**config.mk**
```make
export PLATFORM = sky130hd
export DESIGN_NAME = fetch_unit
export DESIGN_NICKNAME = d
export VERILOG_FILES = /design/src/rtl/fetch_unit.sv
export SDC_FILE = /design/constraint.sdc
export NUM_CORES = 1
export LEC_CHECK = 0
export ABC_CLOCK_PERIOD_IN_PS = 5900
export CAP_MARGIN = 20
export CORE_MARGIN = 10
export CORE_UTILIZATION = 41
export DETAILED_ROUTE_END_ITERATION = 10
export PLACE_DENSITY = 0.85
export SETUP_SLACK_MARGIN = 0.5
export SYNTH_ARGS = -nofsm -noshare
export SYNTH_HDL_FRONTEND = slang
export SYNTH_SLANG_ARGS = --single-unit
export TNS_END_PERCENT = 10
```
**constraint.sdc**
```tcl
create_clock -name CLK -period 5.9 [get_ports CLK]
set_clock_uncertainty 0.15 [all_clocks]
set_input_delay 0.885 -clock CLK [delete_from_list [all_inputs] [get_ports CLK]]
set_output_delay 0.885 -clock CLK [all_outputs]
set_load 0.05 [all_outputs]
```
**src/rtl/fetch_unit.sv**
```systemverilog
// fetch_unit: PC, instruction register and fetch FSM (BOOT/REQ/WAIT/HOLD/FAULT) with read latency, decode handshake, stall, redirect and misaligned-target fault
module fetch_unit #(
  parameter int XLEN = 64,
  parameter int ILEN = 32,
  parameter logic [XLEN-1:0] RESET_PC = '0,
  parameter int MEM_LATENCY = 1
) (
  input  logic            CLK,
  input  logic            RST,
  output logic [XLEN-1:0] imem_addr,
  output logic            imem_rd,
  input  logic [ILEN-1:0] imem_rdata,
  input  logic            stall,
  input  logic            redirect_valid,
  input  logic [XLEN-1:0] redirect_pc,
  output logic [ILEN-1:0] instr,
  output logic [XLEN-1:0] instr_pc,
  output logic            instr_valid,
  input  logic            instr_ready,
  output logic [6:0]      opcode,
  output logic [4:0]      rd,
  output logic [4:0]      rs1,
  output logic [4:0]      rs2,
  output logic            misalign_fault
);
  typedef enum logic [2:0] {BOOT, REQ, WAIT, HOLD, FAULT} state_t;
  state_t state, state_n;
  logic [XLEN-1:0] pc;
  logic [3:0] cnt;
  logic redir, bad, cap;
  assign redir = redirect_valid && (state == REQ || state == WAIT || state == HOLD);
  assign bad = redirect_pc[1:0] != 2'b00;
  assign cap = state == WAIT && cnt == 4'd1 && !redir;
  assign imem_rd = state == REQ && !stall;
  assign imem_addr = pc;
  assign instr_valid = state == HOLD;
  assign opcode = instr[6:0];
  assign rd = instr[11:7];
  assign rs1 = instr[19:15];
  assign rs2 = instr[24:20];
  always_comb begin
    state_n = state;
    case (state)
      BOOT:    state_n = REQ;
      REQ:     state_n = stall ? REQ : WAIT;
      WAIT:    state_n = cnt == 4'd1 ? HOLD : WAIT;
      HOLD:    state_n = instr_ready ? REQ : HOLD;
      default: state_n = state;
    endcase
    if (redir) state_n = bad ? FAULT : REQ;
  end
  always_ff @(posedge CLK or posedge RST) begin
    if (RST) begin
      state <= BOOT;
      pc <= RESET_PC;
      cnt <= '0;
      instr <= '0;
      instr_pc <= '0;
      misalign_fault <= 1'b0;
    end else begin
      state <= state_n;
      cnt <= imem_rd ? 4'(MEM_LATENCY) : state == WAIT ? cnt - 4'd1 : cnt;
      pc <= redir && !bad ? redirect_pc : cap ? pc + XLEN'(4) : pc;
      if (cap) begin
        instr <= imem_rdata;
        instr_pc <= pc;
      end
      if (redir && bad) misalign_fault <= 1'b1;
    end
  end
endmodule

```
==> results of run 1 <==
how the worst max path moves through the flow:
stage	start	to	slack [ns]	cells after the start
after detailed placement	redirect_valid	imem_addr[15]	2.00	6
final	stall	imem_rd	2.47	5
after floorplan	RST	cnt[0]	2.72	1
after global placement	redirect_valid	imem_addr[15]	2.06	6
after global routing	redirect_valid	imem_addr[5]	2.32	8
after CTS	redirect_valid	imem_addr[15]	2.46	6
area by class of cell:
type	count	area share, %
diodes	2	0.0437
clock buffers	17	3.72
clock inverters	14	1.24
inverters	10	0.361
multi-input cells	656	29.5
flip-flops and latches	168	36.7
well taps	260	2.84
repair buffers	291	25.5
worst max-delay path, delay by kind of cell:
family / cells / cell delay [ns]
buffers and inverters: 3 / 1.31
AND/OR/NAND/NOR: 2 / 0.20
power breakdown:
| part | leakage (nW) | internal, mW | switching, mW |
|---|---|---|---|
| sequential | 2.21 | 1.57 | 0.554 |
| combinational | 2.58 | 1.13 | 2.33 |
| clock | 0.259 | 0.590 | 0.509 |
stage by stage:
stage	hold slack, ns	instance area, µm²	total power [mW]	std cells
floorplan	0.328	7960	4.33	899
global placement	0.306	10900	5.55	1385
detailed placement	0.311	10900	5.61	1385
CTS	0.327	11400	6.72	1416
global route	0.343	11400	7.00	1417
finish	0.323	11400	6.68	1418
cell families (layout without fill, tap and decap cells):
group	after synthesis	after routing	share of synthesized area, %
adder cells (fa/ha/maj)	3	3	0.472
XOR/XNOR	26	26	2.86
AND/OR/NAND/NOR	508	508	28.7
AO/OA/AOI/OAI	114	114	9.60
other	0	2	0
buffers and inverters	75	332	4.88
multiplexers	5	5	0.629
flip-flops	168	168	52.9
sequential cells by signal (all words and copies together) (netlist names):
name / flops
misalign_fault: 1
cnt: 4
instr_pc: 64
imem_addr: 64
state: 3
instr: 32
cells in the final DEF, fill, tap and decap left out, types with 11 or more instances in the layout:
master           count
a21oi_1             22
and3_1              14
clkbuf_16           17
clkdlybuf4s50_1    285
dfrtp_1            168
nand2_1            340
nand3_1             28
nand4_1             21
nor2_1              39
nor3_1              12
o21ai_0             35
o311ai_0            13
xnor2_1             15
xor2_1              11
per-layer routing:
layer	wire length [µm]	part of all wire, %	track usage, %	vias up
met5	0	0	0	-
met2	13500	48	35.0	307
met4	330	1.2	5.10	0
met3	2060	7.4	6.82	26
met1	11900	43	27.5	3725
li1	-	-	-	3537
==> summary.md, run 1 <==
| Metric | Value |
|---|---|
| Largest net degree at the start of global routing | `169` |
| Final #Nets | `1,248` |
| Fin worst setup slack | `2.47 ns` |
| Num ports | `286` |
| Worst Hold Class | `reg2reg` |
| Synth-to-Final Area Change | `43.8%` |
| CORE AREA | `18,900 µm²` |
| Slew Viols, Final | `0` |
| Min Tclk post-route | `3.43 ns` |
| Commonest cells in the synthesized netlist | `nand2_1, dfrtp_1, nor2_1, o21ai_0, clkbuf_1` |
| Global route overflow | `0` |
| Detailed Route Iter0 Violations | `720` |
| Synthesized area | `7950 µm²` |
| Hold EP | `instr_pc[1]` |
| Worst R2R Setup Slack | `2.53 ns` |
| Setup TNS | `0 ns` |
| Chip height | `159 µm` |
| Final setup viols | `0` |
| Top-area cell type share of the netlist area | `52.9%` |
| Post-synthesis cell type count | `53` |
| CP max stage delay | `0.81 ns` |
| Post-CTS resize count | `0` |
| Critical R2R Capture | `imem_addr[45]` |
| Syn_area_per_cell | `8.85 µm²` |
| Via Count | `7,595` |
| Most frequent CP cell | `clkdlybuf4s50_1` |
| Vias per cell | `5.36` |
| Pwr/cell area | `584 nW/µm²` |
| Die area | `25,400 µm²` |
| Root Buffer | `clkbuf_16` |
| Port Buffer Count | `285` |
| Vias in the first global route | `7,434` |
| CP Capture Type | `output pin` |
| H-Tree Depth | `4` |
| Total track usage | `21.6%` |
| Final core occ | `60.5%` |
| Cells after Synth | `899` |
| Post-Syn Nets | `1,003` |
| Routed WL per cell | `19.6 µm` |
| Clock slew at reported path FFs | `0.07 ns` |
| Hold Crit Start | `instr_pc[1]` |
| Hold depth | `2` |
| FFs w/ async S/R, synth | `100%` |
| Largest fanout on the critical path | `2` |
| RSZ-0062 raised after global routing | `no` |
| Initial antenna violation count | `2` |
| Fin. Hold Viols | `0` |
| Yosys synthesis warning count | `0` |
| Leak pwr | `5.05 nW` |
| Synth top area cells | `dfrtp_1, nand2_1, o21ai_0` |
| WP data arrival | `2.40 ns` |
| R2r startpoint | `state[0]` |
| Synthesized flop and latch total | `168` |
| Rows | `50` |
| Layout cells sized above 1 | `5.10%` |
| Storage element area | `4200 µm²` |
| CTS tree | `yes` |
| Slowest-stage cell, CP | `clkdlybuf4s50_1` |
| First-pass GRT wire length | `44.3 mm` |
| Starting Density | `42.1%` |
| Worst skew pair latency | `0.43 ns` |
| # DRC | `0` |
| Hold-fix buffers, CTS | `0` |
| Critical path data required time | `4.87 ns` |
| Seq/Total Area, Yosys | `52.9%` |
| Max-cap violations | `0` |
| Final ANT Viol Nets | `0` |
| Post-synth top area cell | `dfrtp_1` |
| Critical path class | `in2out` |
| Relative slew slack | `29.7%` |
| Peak VDD IR | `0.000369 V` |
| Setup bufs post-CTS | `0` |
| Critical path, cell by cell | `clkdlybuf4s50_1, nor2_1, nand2_1, inv_1, clkdlybuf4s50_1` |
| Drt first pass iters | `5` |
| R2R cell count | `6` |
| EDFF count, synth | `0` |
| Setup crit start kind | `input port` |
| Final period utilization | `58.1%` |
| Chip Width | `159 µm` |
| Multi-input logic area | `3370 µm²` |
| Post-Route WL | `27.8 mm` |
| Final GP Congestion | `0.837` |
| Status | `finished, final reports clean` |
| Most common cell in the netlist | `nand2_1` |
| Place WS | `2.00 ns` |
| Pin slew with the least headroom to its limit | `1.05 ns` |
| Clock Tree Buf Depth | `2` |
| Sinks on Clock Net | `168` |
| Fillcell total | `1,605` |
| Fmax | `0.292 GHz` |
| Post-DP HPWL | `20.0 mm` |
| Synth Flop Type | `dfrtp_1` |
| TritonCTS Buffers | `17` |
(Power assumes the default switching activity.)
==> run 2, diff against run 1 <==
Settings changed: ABC_CLOCK_PERIOD_IN_PS 5900 to 3000.
Clock period 5.9 ns to 3 ns, I/O delays scaled along.
==> run 2 against run 1 <==
Against the previous run: die area unchanged; worst setup slack lost 2.2 ns; routed wire length grew 8.8%; combinational power is 110% higher; final cell count grew 4.4%; register-to-register slack got worse by 2.3 ns; core utilization is 4.5 points higher; sequential power grew 89%; clock-buffer cell count increased by 1; first-iteration DRC count increased by 7.2%; via count rose by 6.6%; final area grew 7.4%; highest routed layer unchanged.
==> summary.md, run 2 (synthesis gave the netlist of run 1 again) <==
| Metric | Value |
|---|---|
| Post-Route WL | `30.2 mm (was 27.8 mm)` |
| H-Tree Depth | `4 (unchanged)` |
| Vias per cell | `5.47 (was 5.36)` |
| Min Tclk post-route | `2.74 ns` |
| CORE AREA | `18,900 µm² (unchanged)` |
| Sinks on Clock Net | `168 (unchanged)` |
| Fin worst setup slack | `0.258 ns (was 2.47 ns)` |
| Clock slew at reported path FFs | `0.07 ns (about the same)` |
| Largest net degree at the start of global routing | `89 (was 169)` |
| Internal | `6.85 mW (was 3.29 mW)` |
| Root Buffer | `clkbuf_16 (unchanged)` |
| Port Buffer Count | `285 (unchanged)` |
| Slew Viols, Final | `0 (unchanged)` |
| Worst skew pair latency | `0.43 ns (about the same)` |
| Switching share of power | `49.9% (was 50.8%)` |
| Sequential power share | `29.2% (was 31.8%)` |
| Vias in the first global route | `8,253 (was 7,434)` |
| Pwr/cell area | `1110 nW/µm² (was 584 nW/µm²)` |
| Placed Cells | `1,422 (was 1,385)` |
| Starting Density | `42.1% (unchanged)` |
| Layout cells sized above 1 | `11.1% (was 5.10%)` |
| Commonest non-fill, non-tap cell in the layout | `nand2_1 (unchanged)` |
| Final period utilization | `91.4%` |
| Clock Tree Buf Depth | `2 (unchanged)` |
| Status | `finished, final reports clean (unchanged)` |
| RSZ-0062 raised after global routing | `yes (was no)` |
| WP data arrival | `2.90 ns (was 2.40 ns)` |
| Global route overflow | `0 (unchanged)` |
| Leak pwr | `5.62 nW (was 5.05 nW)` |
| Final GP Congestion | `0.849 (was 0.837)` |
| Commonest non-fill, non-tap cells in the layout | `nand2_1, clkdlybuf4s50_1, dfrtp_1 (unchanged)` |
| Total track usage | `23.1% (was 21.6%)` |
| Hold-fix buffers, CTS | `0 (unchanged)` |
| Via Count | `8,100 (was 7,595)` |
| Detailed Route Iter0 Violations | `772 (was 720)` |
| Critical path data required time | `3.16 ns (was 4.87 ns)` |
| Final core occ | `65.1% (was 60.5%)` |
| Max-cap violations | `0 (unchanged)` |
| Rows | `50 (unchanged)` |
| Largest fanout on the critical path | `4 (was 2)` |
| Drt first pass iters | `5 (unchanged)` |
| GRT met1 Usage | `28.1% (was 27.5%)` |
| Met2 usage | `37.2% (was 35.0%)` |
| Chip height | `159 µm (unchanged)` |
| Peak VDD IR | `0.000546 V (was 0.000369 V)` |
| Comb power frac | `53.7% (was 51.8%)` |
| Setup TNS | `0 ns (unchanged)` |
| # DRC | `0 (unchanged)` |
| Post-DP HPWL | `21.7 mm (was 20.0 mm)` |
| Relative slew slack | `60.6% (was 29.7%)` |
| Fin. Hold Viols | `0 (unchanged)` |
| Worst R2R Setup Slack | `0.26 ns (was 2.53 ns)` |
| Clk pwr share | `17.1% (was 16.5%)` |
| Die area | `25,400 µm² (unchanged)` |
| Fmax | `0.365 GHz` |
| Initial antenna violation count | `1 (was 2)` |
| CP Capture Type | `register (was output pin)` |
| Busiest grt layer | `met2 (unchanged)` |
| Final Cell Area | `12,300 µm² (was 11,400 µm²)` |
| Final ANT Viol Nets | `0 (unchanged)` |
| Met3 GRT Util | `7.77% (was 6.82%)` |
| Synth-to-Final Area Change | `54.5% (was 43.8%)` |
| Place WS | `0.0301 ns (was 2.00 ns)` |
| Cell Area, Placed | `11,200 µm² (was 10,900 µm²)` |
| Num ports | `286 (unchanged)` |
| Final #Nets | `1,311 (was 1,248)` |
| First-pass GRT wire length | `47.3 mm (was 44.3 mm)` |
| Worst Hold Class | `reg2reg (unchanged)` |
| Setup crit start kind | `register (was input port)` |
| Final cell count without fillers | `1,481 (was 1,418)` |
| Chip Width | `159 µm (unchanged)` |
| Switching power | `6.83 mW (was 3.40 mW)` |
| TritonCTS Buffers | `17 (unchanged)` |
| Final setup viols | `0 (unchanged)` |
| Pin slew with the least headroom to its limit | `0.590 ns (was 1.05 ns)` |
| Routed WL per cell | `20.4 µm (was 19.6 µm)` |
| Critical path class | `reg2reg (was in2out)` |
| CTS tree | `yes (unchanged)` |
## run 2: power by group through the flow
stage	clock (mW)	sequential [mW]	combinational [mW]
finish	2.34	4.00	7.34
floorplan	0	6.69	1.82
global route	2.47	4.12	7.67
CTS	2.37	3.98	7.35
global placement	0	3.98	7.15
detailed placement	0	4.01	7.25
## run 2: what timing repair did
item                       4_1_cts  5_1_grt
gates resized for setup         23       22
pin swaps                        7       20
setup buffers                    8       13
setup endpoints to repair      107      120
gates cloned                     5        0
## run 2: cell type report
type / instances / area [µm²]
Multi-Input combinational cell: 657 / 3510
Inverter: 10 / 41.3
Timing Repair Buffer: 353 / 3590
Tap cell: 260 / 325
Antenna cell: 1 / 2.50
Fill cell: 1453 / 6600
Sequential cell: 168 / 4210
Clock inverter: 14 / 188
Clock buffer: 18 / 429
## run 2: routing by layer
layer / wire length (µm) / vias to the layer above
li1: - / 3656
met5: 0 / -
met2: 14500 / 439
met1: 12000 / 3948
met4: 894 / 0
met3: 2850 / 57
## run 2: final timing paths
check | cells after the start | endpoint | from
max in group asynchronous | 3 | imem_addr[42] | RST
hold / removal | 2 | instr[12] | instr[12]
hold reg to reg | 2 | instr[12] | instr[12]
setup / recovery | 7 | imem_addr[13] | state[0]
setup reg to reg | 7 | imem_addr[13] | state[0]
min in group asynchronous | 3 | instr_pc[11] | RST
## run 2: metrics by stage
| stage | hold slack [ns] | power, mW |
|---|---|---|
| 2_1_floorplan | 0.328 | 8.51 |
| 3_5_place_dp | 0.311 | 11.3 |
| 5_1_grt | 0.339 | 14.3 |
| 4_1_cts | 0.326 | 13.7 |
| 3_3_place_gp | 0.306 | 11.1 |
| 6_report | 0.324 | 13.7 |
## run 2: critical path: stages (launching register included)
cell	delay, ns
dfrtp_1	0.39
or4b_4	0.59
or4b_4	0.58
buf_12	0.17
or3_4	0.36
nor3_4	0.18
xnor2_1	0.15
o21ai_2	0.07
==> run 3, diff against run 2 <==
Settings changed: CTS_CLUSTER_SIZE set to 40, GPL_TIMING_DRIVEN set to 0.
==> run 3 against run 2 <==
Against the previous run: clock-buffer cell count unchanged; largest power group unchanged; first-iteration DRC count down 6.1%; total power down 1.7%; register-to-register slack better by 0.02 ns.
==> summary.md, run 3 (synthesis gave the netlist of run 1 again) <==
| Metric | Value |
|---|---|
| Status | `finished, final reports clean (unchanged)` |
| Commonest non-fill, non-tap cells in the layout | `nand2_1, clkdlybuf4s50_1, dfrtp_1 (unchanged)` |
| Post-Route WL | `31.3 mm (was 30.2 mm)` |
| Final core occ | `64.7% (was 65.1%)` |
| CTS tree | `yes (unchanged)` |
| Num ports | `286 (unchanged)` |
| Min Tclk post-route | `2.73 ns (was 2.74 ns)` |
| WP data arrival | `2.86 ns (was 2.90 ns)` |
| Max-cap violations | `0 (unchanged)` |
| Comb power frac | `53.5% (was 53.7%)` |
| Die area | `25,400 µm² (unchanged)` |
| Chip height | `159 µm (unchanged)` |
| Clock Tree Buf Depth | `2 (unchanged)` |
| Worst Hold Class | `in2async (was reg2reg)` |
| Clk pwr share | `15.6% (was 17.1%)` |
| Slew Viols, Final | `0 (unchanged)` |
| Hold-fix buffers, CTS | `0 (unchanged)` |
| Post-DP HPWL | `23.6 mm (was 21.7 mm)` |
| Vias per cell | `5.35 (was 5.47)` |
| Multi-input logic area | `3560 µm² (was 3510 µm²)` |
| Family with the most delay on the worst path | `simple AND/OR/NAND/NOR gates (unchanged)` |
| Placed Cells | `1,449 (was 1,422)` |
| R2r startpoint | `state[2] (was state[0])` |
| CP max stage delay | `0.51 ns (was 0.59 ns)` |
| Total track usage | `23.8% (was 23.1%)` |
| Commonest non-fill, non-tap cell in the layout | `nand2_1 (unchanged)` |
| Most frequent CP cell | `or4b_4 (unchanged)` |
| Storage element area | `4220 µm² (was 4210 µm²)` |
| Critical path data required time | `3.13 ns (was 3.16 ns)` |
| Final cell count without fillers | `1,500 (was 1,481)` |
| CP Capture Type | `register (unchanged)` |
| Switching power | `6.80 mW (was 6.83 mW)` |
| Initial antenna violation count | `2 (was 1)` |
| H-Tree Depth | `4 (unchanged)` |
| Critical path, cell by cell | `buf_6, or4b_4, or4b_4, buf_8, or3_4, o211ai_1, o311ai_0 (was or4b_4, or4b_4, buf_12, or3_4, nor3_4, xnor2_1, o21ai_2)` |
| Starting Density | `42.1% (unchanged)` |
| Internal | `6.66 mW (was 6.85 mW)` |
| Vias in the first global route | `8,009 (was 8,253)` |
| First-pass GRT wire length | `47.8 mm (was 47.3 mm)` |
| # DRC | `0 (unchanged)` |
| Fmax | `0.367 GHz (was 0.365 GHz)` |
| CORE AREA | `18,900 µm² (unchanged)` |
| Global route overflow | `0 (unchanged)` |
| Final period utilization | `90.9% (was 91.4%)` |
| Largest net degree at the start of global routing | `40 (was 89)` |
| RSZ-0062 raised after global routing | `yes (unchanged)` |
| Bufs and invs on worst path | `2 (was 1)` |
| Worst R2R Setup Slack | `0.27 ns (was 0.26 ns)` |
| Leak pwr | `5.59 nW (was 5.62 nW)` |
| Largest fanout on the critical path | `10 (was 4)` |
| Layout cells sized above 1 | `13.5% (was 11.1%)` |
| Rows | `50 (unchanged)` |
| Critical R2R Capture | `imem_addr[25] (was imem_addr[13])` |
| Synth-to-Final Area Change | `53.7% (was 54.5%)` |
| Final GP Congestion | `0.857 (was 0.849)` |
| R2R cell count | `7 (unchanged)` |
| Pwr/cell area | `1100 nW/µm² (was 1110 nW/µm²)` |
| WP depth | `7 (unchanged)` |
| Worst skew pair latency | `0.43 ns (about the same)` |
| Fin. Hold Viols | `0 (unchanged)` |
| Fillcell total | `1,545 (was 1,453)` |
| Drt first pass iters | `7 (was 5)` |
| Setup crit start kind | `register (unchanged)` |
| Chip Width | `159 µm (unchanged)` |
| Detailed Route Iter0 Violations | `725 (was 772)` |
| Slowest-stage cell, CP | `or4b_4 (unchanged)` |
| Sinks on Clock Net | `168 (unchanged)` |
| Peak VDD IR | `0.000654 V (was 0.000546 V)` |
| Relative slew slack | `45.9% (was 60.6%)` |
| Port Buffer Count | `285 (unchanged)` |
| Routed WL per cell | `20.9 µm (was 20.4 µm)` |
| Critical path class | `reg2reg (unchanged)` |
| Final setup viols | `0 (unchanged)` |
| Sequential power share | `31.0% (was 29.2%)` |
| Clock slew at reported path FFs | `0.07 ns (about the same)` |
| TritonCTS Buffers | `17 (unchanged)` |
| Switching share of power | `50.5% (was 49.9%)` |
| Via Count | `8,023 (was 8,100)` |
| Final ANT Viol Nets | `0 (unchanged)` |
| Final #Nets | `1,330 (was 1,311)` |
| Root Buffer | `clkbuf_16 (unchanged)` |
| Pin slew with the least headroom to its limit | `0.811 ns (was 0.590 ns)` |
## run 3: how the worst max path moves through the flow
stage	from	endpoint	slack [ns]
after floorplan	imem_addr[18]	imem_addr[49]	0.12
after global placement	RST	instr_pc[38]	-1.21
after detailed placement	redirect_valid	instr[24]	-0.98
after CTS	state[2]	imem_addr[13]	0.24
after global routing	state[0]	imem_rd	0.18
final	state[2]	imem_addr[25]	0.27
## run 3: what timing repair did
item / CTS / global route
hold endpoints to repair: 0 / 0
resized for setup: 51 / 62
pin swaps: 4 / 11
endpoints found under the setup margin: 160 / 163
buffers inserted: 11 / 7
## run 3: power by group through the flow
| stage | sequential, mW | combinational (mW) | clock [mW] |
|---|---|---|---|
| global route | 4.28 | 7.53 | 2.23 |
| detailed placement | 4.15 | 7.17 | 0 |
| floorplan | 6.69 | 1.82 | 0 |
| CTS | 4.12 | 7.21 | 2.12 |
| global placement | 4.11 | 7.04 | 0 |
| finish | 4.17 | 7.20 | 2.09 |
## run 3: per-layer routing
metal  up-vias  part of all wire [%]  track usage, %
met5         -                 0.038               0
met4         2                   2.6            8.72
met2       402                    48            38.7
met1      3872                    40            28.5
li1       3688                     -               -
met3        59                   9.8            8.57
## run 3: final cells by class
cell class                      instances  area share, %
Antenna cell                            2         0.0409
Buffer                                 65           3.65
Clock buffer                           18           3.59
Clock inverter                         13          0.921
Inverter                               10          0.338
Multi-Input combinational cell        656           29.2
Sequential cell                       168           34.5
Tap cell                              260           2.66
Timing Repair Buffer                  308           25.1
## run 3: per-stage QoR
stage / TNS (ns) / total power [mW] / setup slack (ns) / instance area, µm² / hold slack [ns]
floorplan: 0 / 8.51 / 0.115 / 7960 / 0.328
global placement: -289.89 / 11.2 / -1.21 / 11100 / 0.306
detailed placement: -79.89 / 11.3 / -0.977 / 11200 / 0.310
CTS: 0 / 13.5 / 0.238 / 12000 / 0.224
global route: 0 / 14.0 / 0.177 / 12200 / 0.245
finish: 0 / 13.5 / 0.273 / 12200 / 0.230
